--- config.mk ---
export PLATFORM = sky130hd
export DESIGN_NAME = rv32imf_obi_instr_responder_flat
export DESIGN_NICKNAME = d
export VERILOG_FILES = /design/src/rtl/rv32imf_pkg.sv /design/src/rtl/rv32imf_obi_instr_responder_if.sv /design/src/rtl/rv32imf_rsp_fifo.sv /design/src/rtl/rv32imf_obi_instr_responder.sv /design/src/flat_wrapper.sv
export SDC_FILE = /design/constraint.sdc
export NUM_CORES = 1
export LEC_CHECK = 0
export ABC_AREA = 1
export CORE_MARGIN = 4
export CORE_UTILIZATION = 32
export CTS_CLUSTER_DIAMETER = 30
export DETAILED_ROUTE_END_ITERATION = 12
export GPL_ROUTABILITY_DRIVEN = 0
export SETUP_SLACK_MARGIN = 0.05
export SLEW_MARGIN = 20
export SYNTH_ARGS = -nofsm -noshare
export SYNTH_HDL_FRONTEND = slang
export SYNTH_SLANG_ARGS = --single-unit
--- constraint.sdc ---
create_clock -name clk -period 2.3 [get_ports clk]
set_input_delay 0.575 -clock clk [delete_from_list [all_inputs] [get_ports clk]]
set_output_delay 0.575 -clock clk [all_outputs]
set_load 0.01 [all_outputs]
--- src/rtl/rv32imf_pkg.sv ---
// rv32imf_pkg: shared types for the instruction-side OBI responder.
package rv32imf_pkg;
  typedef struct packed {
    logic [31:0] rdata;
    logic        err;
  } obi_rsp_t;
endpackage

--- src/rtl/rv32imf_obi_instr_responder_if.sv ---
// rv32imf_obi_instr_responder_if: OBI instruction fetch channel between fetch initiator and responder.
interface rv32imf_obi_instr_responder_if;
  logic        req;
  logic [31:0] addr;
  logic        gnt;
  logic        rvalid;
  logic [31:0] rdata;
  logic        err;
  modport master (output req, addr, input gnt, rvalid, rdata, err);
  modport slave (input req, addr, output gnt, rvalid, rdata, err);
endinterface

--- src/rtl/rv32imf_rsp_fifo.sv ---
// rv32imf_rsp_fifo: synchronous FIFO of OBI responses; head reads as zero when empty.
module rv32imf_rsp_fifo
  import rv32imf_pkg::*;
#(
  parameter int DEPTH = 2,
  localparam int CW = $clog2(DEPTH + 1),
  localparam int PW = (DEPTH > 1) ? $clog2(DEPTH) : 1
) (
  input  logic          clk,
  input  logic          rst_n,
  input  logic          push,
  input  obi_rsp_t      wdata,
  input  logic          pop,
  output obi_rsp_t      rdata,
  output logic          empty,
  output logic          full,
  output logic [CW-1:0] count
);
  obi_rsp_t mem [DEPTH];
  logic [PW-1:0] wr_ptr, rd_ptr;
  assign empty = count == '0;
  assign full = count == CW'(DEPTH);
  assign rdata = empty ? '0 : mem[rd_ptr];
  always_ff @(posedge clk)
    if (push) mem[wr_ptr] <= wdata;
  always_ff @(posedge clk or negedge rst_n)
    if (!rst_n) begin
      wr_ptr <= '0;
      rd_ptr <= '0;
      count <= '0;
    end else begin
      if (push) wr_ptr <= (wr_ptr == PW'(DEPTH - 1)) ? '0 : wr_ptr + 1'b1;
      if (pop) rd_ptr <= (rd_ptr == PW'(DEPTH - 1)) ? '0 : rd_ptr + 1'b1;
      count <= count + CW'(push) - CW'(pop);
    end
endmodule

--- src/rtl/rv32imf_obi_instr_responder.sv ---
// rv32imf_obi_instr_responder: answers OBI instruction fetches from an external synchronous RAM,
// flagging out-of-range addresses as bus errors and returning responses in grant order.
module rv32imf_obi_instr_responder
  import rv32imf_pkg::*;
#(
  parameter logic [31:0] MEM_BASE = 32'h0000_0000,
  parameter int MEM_WORDS = 16384,
  parameter int DEPTH = 2,
  localparam int RAM_AW = $clog2(MEM_WORDS),
  localparam int CW = $clog2(DEPTH + 1)
) (
  input  logic                       clk,
  input  logic                       rst_n,
  rv32imf_obi_instr_responder_if.slave bus,
  input  logic                       gnt_stall_i,
  input  logic                       rsp_stall_i,
  output logic                       ram_req_o,
  output logic [RAM_AW-1:0]          ram_addr_o,
  input  logic [31:0]                ram_rdata_i,
  output logic                       busy_o
);
  logic inflight_q, err_q, in_range, gnt, pop, empty, full;
  logic [CW-1:0] count;
  logic [31:0] occ;
  logic [32:0] off;
  obi_rsp_t head, wdata;
  // a borrow out of the 33-bit subtraction means the address lies below MEM_BASE
  assign off = {1'b0, bus.addr} - {1'b0, MEM_BASE};
  assign in_range = ~off[32] && off < (33'(MEM_WORDS) << 2);
  assign occ = 32'(count) + 32'(inflight_q);
  assign pop = bus.rvalid;
  assign gnt = rst_n & bus.req & ~gnt_stall_i & ((occ - 32'(pop)) < 32'(DEPTH)) & ~(full & ~pop);
  assign bus.gnt = gnt;
  assign ram_req_o = gnt & in_range;
  assign ram_addr_o = rst_n ? off[RAM_AW+1:2] : '0;
  assign wdata = err_q ? '{rdata: 32'h0, err: 1'b1} : '{rdata: ram_rdata_i, err: 1'b0};
  assign bus.rvalid = ~empty & ~rsp_stall_i;
  assign bus.rdata = head.rdata;
  assign bus.err = head.err;
  assign busy_o = occ != 0;
  always_ff @(posedge clk or negedge rst_n)
    if (!rst_n) begin
      inflight_q <= 1'b0;
      err_q <= 1'b0;
    end else begin
      inflight_q <= gnt;
      err_q <= gnt & ~in_range;
    end
  rv32imf_rsp_fifo #(.DEPTH(DEPTH)) u_fifo (
    .clk(clk),
    .rst_n(rst_n),
    .push(inflight_q),
    .wdata(wdata),
    .pop(pop),
    .rdata(head),
    .empty(empty),
    .full(full),
    .count(count)
  );
endmodule

--- src/flat_wrapper.sv ---
// flat-port wrapper written by rule: the top's interface ports become plain ports
module rv32imf_obi_instr_responder_flat import rv32imf_pkg::*;
#(
  parameter logic [31:0] MEM_BASE = 32'h0000_0000,
  parameter int MEM_WORDS = 16384,
  parameter int DEPTH = 2,
  localparam int RAM_AW = $clog2(MEM_WORDS),
  localparam int CW = $clog2(DEPTH + 1)
)
  (clk, rst_n, gnt_stall_i, rsp_stall_i, ram_req_o, ram_addr_o, ram_rdata_i, busy_o, bus_req, bus_addr, bus_gnt, bus_rvalid, bus_rdata, bus_err);
  rv32imf_obi_instr_responder_if bus_i ();
  input  logic clk;
  input  logic rst_n;
  input  logic gnt_stall_i;
  input  logic rsp_stall_i;
  output logic ram_req_o;
  output logic [RAM_AW-1:0] ram_addr_o;
  input  logic [31:0] ram_rdata_i;
  output logic busy_o;
  input wire logic [$bits(bus_i.req)-1:0] bus_req;
  input wire logic [$bits(bus_i.addr)-1:0] bus_addr;
  output wire logic [$bits(bus_i.gnt)-1:0] bus_gnt;
  output wire logic [$bits(bus_i.rvalid)-1:0] bus_rvalid;
  output wire logic [$bits(bus_i.rdata)-1:0] bus_rdata;
  output wire logic [$bits(bus_i.err)-1:0] bus_err;
  assign bus_i.req = bus_req;
  assign bus_i.addr = bus_addr;
  assign bus_gnt = bus_i.gnt;
  assign bus_rvalid = bus_i.rvalid;
  assign bus_rdata = bus_i.rdata;
  assign bus_err = bus_i.err;
  rv32imf_obi_instr_responder #(.MEM_BASE(MEM_BASE), .MEM_WORDS(MEM_WORDS), .DEPTH(DEPTH)) u_core (.clk(clk), .rst_n(rst_n), .bus(bus_i), .gnt_stall_i(gnt_stall_i), .rsp_stall_i(rsp_stall_i), .ram_req_o(ram_req_o), .ram_addr_o(ram_addr_o), .ram_rdata_i(ram_rdata_i), .busy_o(busy_o));
endmodule
==> impl_metrics.toml, run 1 <==
[status]
status = "complete, but fails checks"
violations = "setup timing"

[synth]
yosys-top-cells-area = "edfxtp_1 (60%), nand2_1 (11%), inv_1 (6.7%), nor2_1 (5.4%), a21oi_1 (5.0%)"
synthTopCellsByCount = "nand2_1 (93), edfxtp_1 (66), inv_1 (59)"
ys.flop_type = "edfxtp_1"
yosysSeqAreaShare_pct = 64.2
syn_nets = 417
synth.distinct_cells = 18
synth_area_um2 = 3320
post-synth-top-area-fraction_pct = 59.6
syn_avg_cell_area_um2 = 9.77
syn_inst = 340
ys_ff_latch = 72
synth_area_leader_cell = "edfxtp_1"
async_flop_share_pct = 8.33
yosysMostFrequentCell = "nand2_1"
synth_warnings = 0
synth-edff-count = 66

[global_routing]
grt_max_degree = 35
grt_pass1_vias = 2735
gr-total-overflow = 0
antenna_found_initial = 0
grt_use_total_pct = 14.0
grt_pass1_wl_mm = 12.7

[clock_tree]
clkLatencyLatePin_ps = 340
clock_path_buffers = 2
cts-root-buf = "clkbuf_8"
ctsHoldBuffers = 0
cts_tree = "yes"
clk_transition_reported_paths_ps = 80
cts_buffers = 9
clock-sinks = 72
cts.htree.levels = 3

[drt]
ant_nets = 0
first_pass_iters = 4
drtIter0Drc = 131
drc = 0
num_vias = 2728
wl_mm = 8.44
viasPerCell = 4.32
post_drt_wl_per_cell_um = 13.4

[sta]
finalSetupViolCount = 3
drv_slew = 0
rsz0062_at_grt = "true"
fmax_mhz = 376
slew_headroom_pct = 71.2
period_needed_ps = 2660
fin_ws_ps = -357
hold_viol_final = 0
hold_slack_ps = 307
finalCritPeriodShare_pct = 116
tns_ps = -766
final.setup_skew_ps = 7.89
worst_pin_slew_ps = 432

[power]
power_leakage_nw = 2.44
p_total_mw = 5.09
peakVddDrop_uv = 437
intPower_mw = 3.26
clockPowerShare_pct = 18.9
pwr-share-seq_pct = 32.1
powerDensity_nw_per_um2 = 980
p_switching_mw = 1.83
power_frac_comb_pct = 49.0
sw_frac_of_total_pct = 35.9

[setup_path]
cp.required_ps = 1730
crit_path_start = "u_core.inflight_q"
endpoint = "ram_req_o"
reg2reg_slack_ps = 180
reg2reg_from = "u_core.inflight_q"
critPathMaxFanout = 3
crit_path_end_kind = "primary output"
crit_type = "register to primary output"
start_kind = "register"
rr_worst_depth = 16
crit_arrival_ps = 2080
r2r-end = "u_core.inflight_q"

[floorplanning]
num_io_pins = 120
fp.dieW_um = 110
initial_core_util_pct = 33.4
die_y_um = 110
die_area_um2 = 12100
core_area_um2 = 9950
rows = 36

[layout]
syn_to_final_growth_pct = 56.3
instances_no_fill = 631
final_layout_size_suffix_gt1_share_pct = 25.9
post-route-util_pct = 52.2
nFillCells = 929
fin_nets = 570
antenna_cells = 0

[hold_path]
hp-class = "input pin to async pin"

[place]
place_inst = 598
port_buffers = 117
hpwl_mm = 5.45

[flow_run]
drv_cap = 0
==> power by group through the flow <==
| stage | clock (mW) | sequential (mW) | combinational [mW] |
|---|---|---|---|
| after floorplan | 0 | 1.64 | 1.04 |
| after global placement | 0 | 1.65 | 2.26 |
| after detailed placement | 0 | 1.66 | 2.28 |
| after CTS | 0.987 | 1.63 | 2.43 |
| after global routing | 1.05 | 1.65 | 2.72 |
| final | 0.962 | 1.63 | 2.49 |
==> flip-flops by register name, summed over array words and instances (netlist names) <==
register,count
u_core.err_q,1
u_core.u_fifo.rd_ptr,1
u_core.u_fifo.mem,66
u_core.u_fifo.wr_ptr,1
u_core.inflight_q,1
u_core.u_fifo.count,2
==> metrics by stage <==
stage | area, um2 | setup slack (ps)
after detailed placement | 4810 | -906
after global placement | 4810 | -866
final | 5190 | -357
after floorplan | 3330 | 7.93
after CTS | 5180 | -363
after global routing | 5190 | -467
==> worst min-delay path by stage <==
stage	from	to	cells past startpoint
after floorplan	rst_n	u_core.err_q	0
after global placement	u_core.u_fifo.wr_ptr	u_core.u_fifo.wr_ptr	1
after detailed placement	u_core.u_fifo.wr_ptr	u_core.u_fifo.wr_ptr	1
after CTS	rst_n	u_core.u_fifo.wr_ptr	3
after global routing	rst_n	u_core.u_fifo.wr_ptr	3
final	rst_n	u_core.u_fifo.wr_ptr	3
==> what timing repair did <==
| action | 4_1_cts | 5_1_grt |
|---|---|---|
| gates cloned | 4 | 0 |
| resized for setup | 168 | 47 |
| endpoints found under the hold margin | 0 | 0 |
| endpoints found under the setup margin | 51 | 45 |
| setup buffers | 14 | 3 |
| pin swaps | 6 | 5 |
==> per-layer routing <==
metal,vias up,share of wire (%),global-route usage (%)
li1,1366,-,-
met1,1257,39,15.1
met2,99,51,26.0
met3,6,8.4,4.52
met4,0,0.95,4.01
met5,-,0,0
==> cell families after synthesis <==
group | share of synthesized area (%)
flops | 64.2
simple gates | 17.4
fa+ha+maj | 3.24
compound gates | 4.97
buf+inv | 9.22
xor+xnor | 1.05
==> area by class of cell <==
class | instances | area (um2) | share of cell area (%)
multi-input cells | 192 | 996 | 19.2
clock inverters | 7 | 71.3 | 1.37
clock buffers | 9 | 124 | 2.39
flip-flops and latches | 72 | 2130 | 41.1
inverters | 62 | 240 | 4.63
repair buffers | 156 | 1460 | 28.2
well taps | 133 | 166 | 3.20
==> worst max-delay path, cell delays in order, from the launching register on <==
cell and delay [ps]:
dfrtp_1 400, ha_4 150, inv_2 40, ha_4 250
inv_2 30, ha_2 150, ha_2 160, nor2_2 70
nand2_1 70, nor2_2 120, nand2_2 80, nor2_2 80
buf_2 130
==> placed cells by master, fill, tap and decap left out, types with 6 or more instances in the layout <==
cell type / netlist / routed
nand2_1: 93 / 92
edfxtp_1: 66 / 66
clkdlybuf4s50_1: 0 / 64
inv_1: 59 / 53
nor2_1: 48 / 44
buf_2: 8 / 34
buf_4: 3 / 23
a21oi_1: 33 / 18
a21oi_2: 0 / 15
clkbuf_8: 0 / 9
buf_6: 0 / 9
dlymetal6s2s_1: 0 / 9
inv_2: 3 / 8
dlygate4sd2_1: 0 / 6
buf_12: 0 / 6
dfrtp_1: 6 / 6
Power figures use the tool's default switching activity.
==> run 2, diff against run 1 <==
- clock period: 2.3 -> 2.2 ns (I/O delays scaled with it)
==> impl_metrics.toml, run 2 (same netlist as run 1, synthesis figures left out) <==
[layout]
largestRegisters = "u_core.u_fifo.mem (66), u_core.u_fifo.count (2)"
top_register = "u_core.u_fifo.mem"
syn_to_final_growth_pct = 57.3
fin_nets = 570
antenna_cells = 0
post-route-util_pct = 52.5
final_layout_size_suffix_gt1_share_pct = 26.3
instances_no_fill = 631
largest_reg_flops = 66
layout_commonest_cell = "nand2_1"
final_cell_mix = "nand2_1 (92), edfxtp_1 (66), clkdlybuf4s50_1 (64)"
nFillCells = 918
finalInstanceArea_um2 = 5230

[drt]
first_pass_iters = 4
drtIter0Drc = 142
num_vias = 2732
post_drt_wl_per_cell_um = 13.4
drc = 0
viasPerCell = 4.33
ant_nets = 0
wl_mm = 8.43

[floorplanning]
fp.dieW_um = 110
initial_core_util_pct = 33.4
num_io_pins = 120
die_y_um = 110
rows = 36
die_area_um2 = 12100
core_area_um2 = 9950

[setup_path]
cpMostUsedCell = "ha_4"
path_cells = "ha_4, inv_4, ha_4, inv_4, ha_4, ha_4, nor2_1, nand2_1, nor2_2, nand2_2, nor2_2, buf_2"
crit_type = "register to primary output"
slowest_stage = "dfrtp_1"
rr_worst_depth = 14
reg2reg_slack_ps = 170
reg2reg_from = "u_core.u_fifo.count[0]"
r2r-end = "u_core.u_fifo.count[1]"
crit_arrival_ps = 2020
crit_path_end_kind = "primary output"
critPathMaxFanout = 3
cp.required_ps = 1650
start_kind = "register"
slowest_delay_ps = 390

[sta]
slew_headroom_pct = 64.6
worst_pin_slew_ps = 531
finalCritPeriodShare_pct = 117
final.setup_skew_ps = 12.2
fin_ws_ps = -371
period_needed_ps = 2570
drv_slew = 0
hold_viol_final = 0
rsz0062_at_grt = "true"
finalSetupViolCount = 18
fmax_mhz = 389

[status]
violations = "setup timing"
status = "complete, but fails checks"

[global_routing]
grt_pass1_wl_mm = 13.2
antenna_found_initial = 0
gr-total-overflow = 0
grt_use_total_pct = 14.2
grt_pass1_vias = 2848
grt_max_degree = 25

[flow_run]
drv_cap = 0

[power]
power_leakage_nw = 2.35
peakVddDrop_uv = 431
p_total_mw = 5.38
powerDensity_nw_per_um2 = 1030

[place]
place_inst = 598
hpwl_mm = 5.52
port_buffers = 117
place_area_um2 = 4840

[clock_tree]
cts_tree = "yes"
clkLatencyLatePin_ps = 330
clock-sinks = 72
cts_buffers = 9
ctsHoldBuffers = 0
clk_transition_reported_paths_ps = 70
cts.htree.levels = 3
clock_path_buffers = 2
cts-root-buf = "clkbuf_8"

[hold_path]
hp-class = "input pin to async pin"
## run 2: changes by cell type in the layout (fill, tap and decap cells not counted), moves of 4 or more
cell            delta
dlygate4sd2_1      +9
buf_6              -5
a21oi_1            -4
dlymetal6s2s_1     -9
a21oi_2            +4
buf_8              +4
## run 2: final cells by class
| type | instances | area (um2) | area share, % |
|---|---|---|---|
| clock buffer | 10 | 128 | 2.44 |
| clock inverter | 6 | 60.1 | 1.15 |
| inverter | 62 | 245 | 4.69 |
| multi-input combinational | 192 | 1030 | 19.7 |
| sequential | 72 | 2130 | 40.8 |
| tap | 133 | 166 | 3.18 |
| timing repair buffer | 156 | 1470 | 28.1 |
## run 2: critical path, delay by kind of cell, from the launching register on
| kind | cells | cell delay [ps] |
|---|---|---|
| buffers and inverters | 3 | 210 |
| adder cells (fa/ha/maj) | 4 | 710 |
| AND/OR/NAND/NOR | 5 | 380 |
| flip-flops | 1 | 390 |
## run 2: how the worst max path moves through the flow
stage                                 from        end  slack [ps]  depth (start not counted)
detailed placement             rsp_stall_i  ram_req_o        -890                         12
floorplan                u_core.inflight_q  ram_req_o        -0.2                         11
CTS                      u_core.inflight_q  ram_req_o        -390                         12
finish              u_core.u_fifo.count[0]  ram_req_o        -370                         12
global route        u_core.u_fifo.count[0]  ram_req_o        -500                         12
global placement               rsp_stall_i  ram_req_o        -880                         12
## run 2: through the flow
stage | hold slack, ps | worst slack [ps] | setup TNS (ps)
after floorplan | 254 | -0.167 | -0.167
after global placement | 528 | -879 | -6140
after detailed placement | 534 | -893 | -6190
after CTS | 399 | -386 | -2010
after global routing | 421 | -502 | -4200
final | 415 | -371 | -1790
## run 2: what timing repair did
| action | CTS | global route |
|---|---|---|
| setup endpoints to repair | 51 | 36 |
| setup buffers | 13 | 0 |
| gates cloned | 4 | 0 |
| pin swaps | 1 | 1 |
| resized for setup | 209 | 7 |
## run 2: where the power goes
part / total (mW) / switching (mW) / leakage, nW / internal [mW]
sequential: 1.71 / 0.0645 / 0.671 / 1.64
clock: 0.977 / 0.461 / 0.0836 / 0.516
combinational: 2.70 / 1.39 / 1.60 / 1.30
## run 2: routing by layer
metal / share of wire (%) / vias to the layer above / routed length [um] / track usage (%)
li1: - / 1371 / - / -
met4: 0.69 / 0 / 58 / 3.74
met3: 7.0 / 6 / 587 / 4.52
met1: 40 / 1265 / 3400 / 16.3
met5: 0 / - / 0 / 0
met2: 52 / 90 / 4380 / 25.4
==> run 3, diff against run 2 <==
- SYNTH_HIERARCHICAL: default -> 1
==> impl_metrics.toml, run 3 <==
[status]
status = "complete, but fails checks"
violations = "setup timing"

[drt]
num_vias = 2862
drtIter0Drc = 84
viasPerCell = 4.32
first_pass_iters = 4
post_drt_wl_per_cell_um = 13.3
ant_nets = 0
wl_mm = 8.80
drc = 0

[floorplanning]
rows = 38
core_area_um2 = 10900
die_y_um = 114
num_io_pins = 120
initial_core_util_pct = 32.8
die_area_um2 = 12900
fp.dieW_um = 114

[global_routing]
gr-total-overflow = 0
grt_pass1_wl_mm = 13.7
grt_use_total_pct = 13.6
antenna_found_initial = 0
grt_max_degree = 34
grt_pass1_vias = 2922

[sta]
drv_slew = 0
period_needed_ps = 2650
tns_ps = -1400
hold_viol_final = 0
finalCritPeriodShare_pct = 120
slew_headroom_pct = 72.6
fin_ws_ps = -451
rsz0062_at_grt = "true"
finalSetupViolCount = 11
final.setup_skew_ps = 11.4
fmax_mhz = 377
worst_pin_slew_ps = 410

[synth]
synth_area_um2 = 3570
ys.flop_type = "edfxtp_1"
synth.distinct_cells = 21
synth-edff-count = 66
synthTopCellsByCount = "nand2_1 (97), inv_1 (73), edfxtp_1 (66)"
post-synth-top-area-fraction_pct = 55.5
yosys-top-cells-area = "edfxtp_1 (55%), nand2_1 (10%), inv_1 (7.7%), a21oi_2 (7.4%), nor2_1 (5.1%)"
synth_warnings = 6
syn_avg_cell_area_um2 = 9.90
synth_compound_gate_area_share_pct = 7.91
ys_ff_latch = 72
yosys.area_share.simple_pct = 17.5
syn_inst = 361
yosysSeqAreaShare_pct = 59.7
async_flop_share_pct = 8.33
muxShareOfSynthArea_pct = 0
yosysMostFrequentCell = "nand2_1"
synth_area_leader_cell = "edfxtp_1"
syn_nets = 436
synth_top_family_by_area = "simple AND/OR/NAND/NOR gates"
synthXorXnorAreaFrac_pct = 0.490
yosys.area_share.adder_pct = 2.10

[layout]
final_cell_mix = "nand2_1 (96), inv_1 (69), edfxtp_1 (66)"
layout_commonest_cell = "nand2_1"
largest_reg_flops = 66
syn_to_final_growth_pct = 51.5
post-route-util_pct = 49.7
final_layout_size_suffix_gt1_share_pct = 28.7
largestRegisters = "u_core/u_fifo/mem (66), u_core/u_fifo/count (2)"
antenna_cells = 0
top_register = "u_core/u_fifo/mem"
fin_nets = 593

[setup_path]
crit_arrival_ps = 2100
slowest_stage = "clkdlybuf4s50_1"
crit_path_end_kind = "primary output"
slowest_delay_ps = 450
path_cells = "clkdlybuf4s50_1, nor3_2, ha_4, nand2_1, nand2_1, nand4_1, buf_4, nor2_2, buf_2"
cpMostUsedCell = "nand2_1"
reg2reg_slack_ps = 350
crit_type = "input pin to primary output"
start_kind = "input pin"
critPathMaxFanout = 2
cp.required_ps = 1650

[power]
powerDensity_nw_per_um2 = 1060
power_leakage_nw = 2.46
peakVddDrop_uv = 555

[hold_path]
hp-class = "input pin to async pin"

[clock_tree]
cts_buffers = 9
cts.htree.levels = 3
clkLatencyLatePin_ps = 340
cts_tree = "yes"
clk_transition_reported_paths_ps = 90
cts-root-buf = "clkbuf_8"
clock_path_buffers = 2
clock-sinks = 72

[flow_run]
drv_cap = 0

[place]
port_buffers = 117
hpwl_mm = 5.63
-- run 3: cell type report --
type                    count  area (um2)
clock buffers               9         124
clock inverters             7        78.8
fillers                  1055        5470
inverters                  74         288
multi-input cells         201        1090
flip-flops and latches     72        2130
well taps                 140         175
repair buffers            160        1520
-- run 3: metrics by stage --
step / hold WS [ps] / worst slack [ps] / instance area, um2 / cells / power [mW]
5_1_grt: 381 / -549 / 5420 / 663 / 6.11
3_5_place_dp: 538 / -712 / 4950 / 621 / 4.34
2_1_floorplan: 254 / 67.3 / 3580 / 361 / 3.24
4_1_cts: 372 / -442 / 5360 / 661 / 5.73
6_report: 383 / -451 / 5420 / 663 / 5.73
3_3_place_gp: 530 / -643 / 4950 / 621 / 4.31
-- run 3: layer usage --
| layer | GRT usage, % | routed length [um] | vias to the layer above |
|---|---|---|---|
| li1 | - | - | 1443 |
| met5 | 0 | 0 | - |
| met1 | 15.5 | 3650 | 1330 |
| met2 | 24.0 | 4540 | 81 |
| met4 | 4.65 | 99 | 0 |
| met3 | 4.19 | 509 | 8 |
-- run 3: report_power, final --
group	internal [mW]	leakage [nW]	total, mW	switching [mW]
Combinational	1.42	1.69	2.91	1.48
Sequential	1.67	0.670	1.76	0.0878
Clock	0.538	0.0998	1.06	0.524
-- run 3: path summary, 6_finish.rpt --
kind | from | end | cells after the start
hold reg to reg | u_core/u_fifo/wr_ptr | u_core/u_fifo/wr_ptr | 1
hold / removal | rst_n | u_core/u_fifo/count[1] | 2
min in group clk | u_core/u_fifo/wr_ptr | u_core/u_fifo/wr_ptr | 1
max in group asynchronous | rst_n | u_core/u_fifo/rd_ptr | 2
setup / recovery | rsp_stall_i | ram_req_o | 9
setup reg to reg | u_core/u_fifo/count[0] | u_core/u_fifo/count[1] | 12
-- run 3: cell families after synthesis --
kind of cell             after synthesis
AO/OA/AOI/OAI                         34
XOR/XNOR                               2
adder cells (fa/ha/maj)                6
buffers and inverters                 88
flip-flops                            72
AND/OR/NAND/NOR                      159
-- run 3: worst max-delay path: cells and delay by family --
kind	cells	cell delay, ps
buf+inv	3	750
simple gates	5	630
fa+ha+maj	1	180
-- run 3: repair_timing --
action / CTS / global route
pin swaps: 4 / 4
cloned: 3 / 0
hold buffers: 0 / 0
setup buffers: 21 / 3
setup endpoints to repair: 51 / 37
resized for setup: 197 / 13
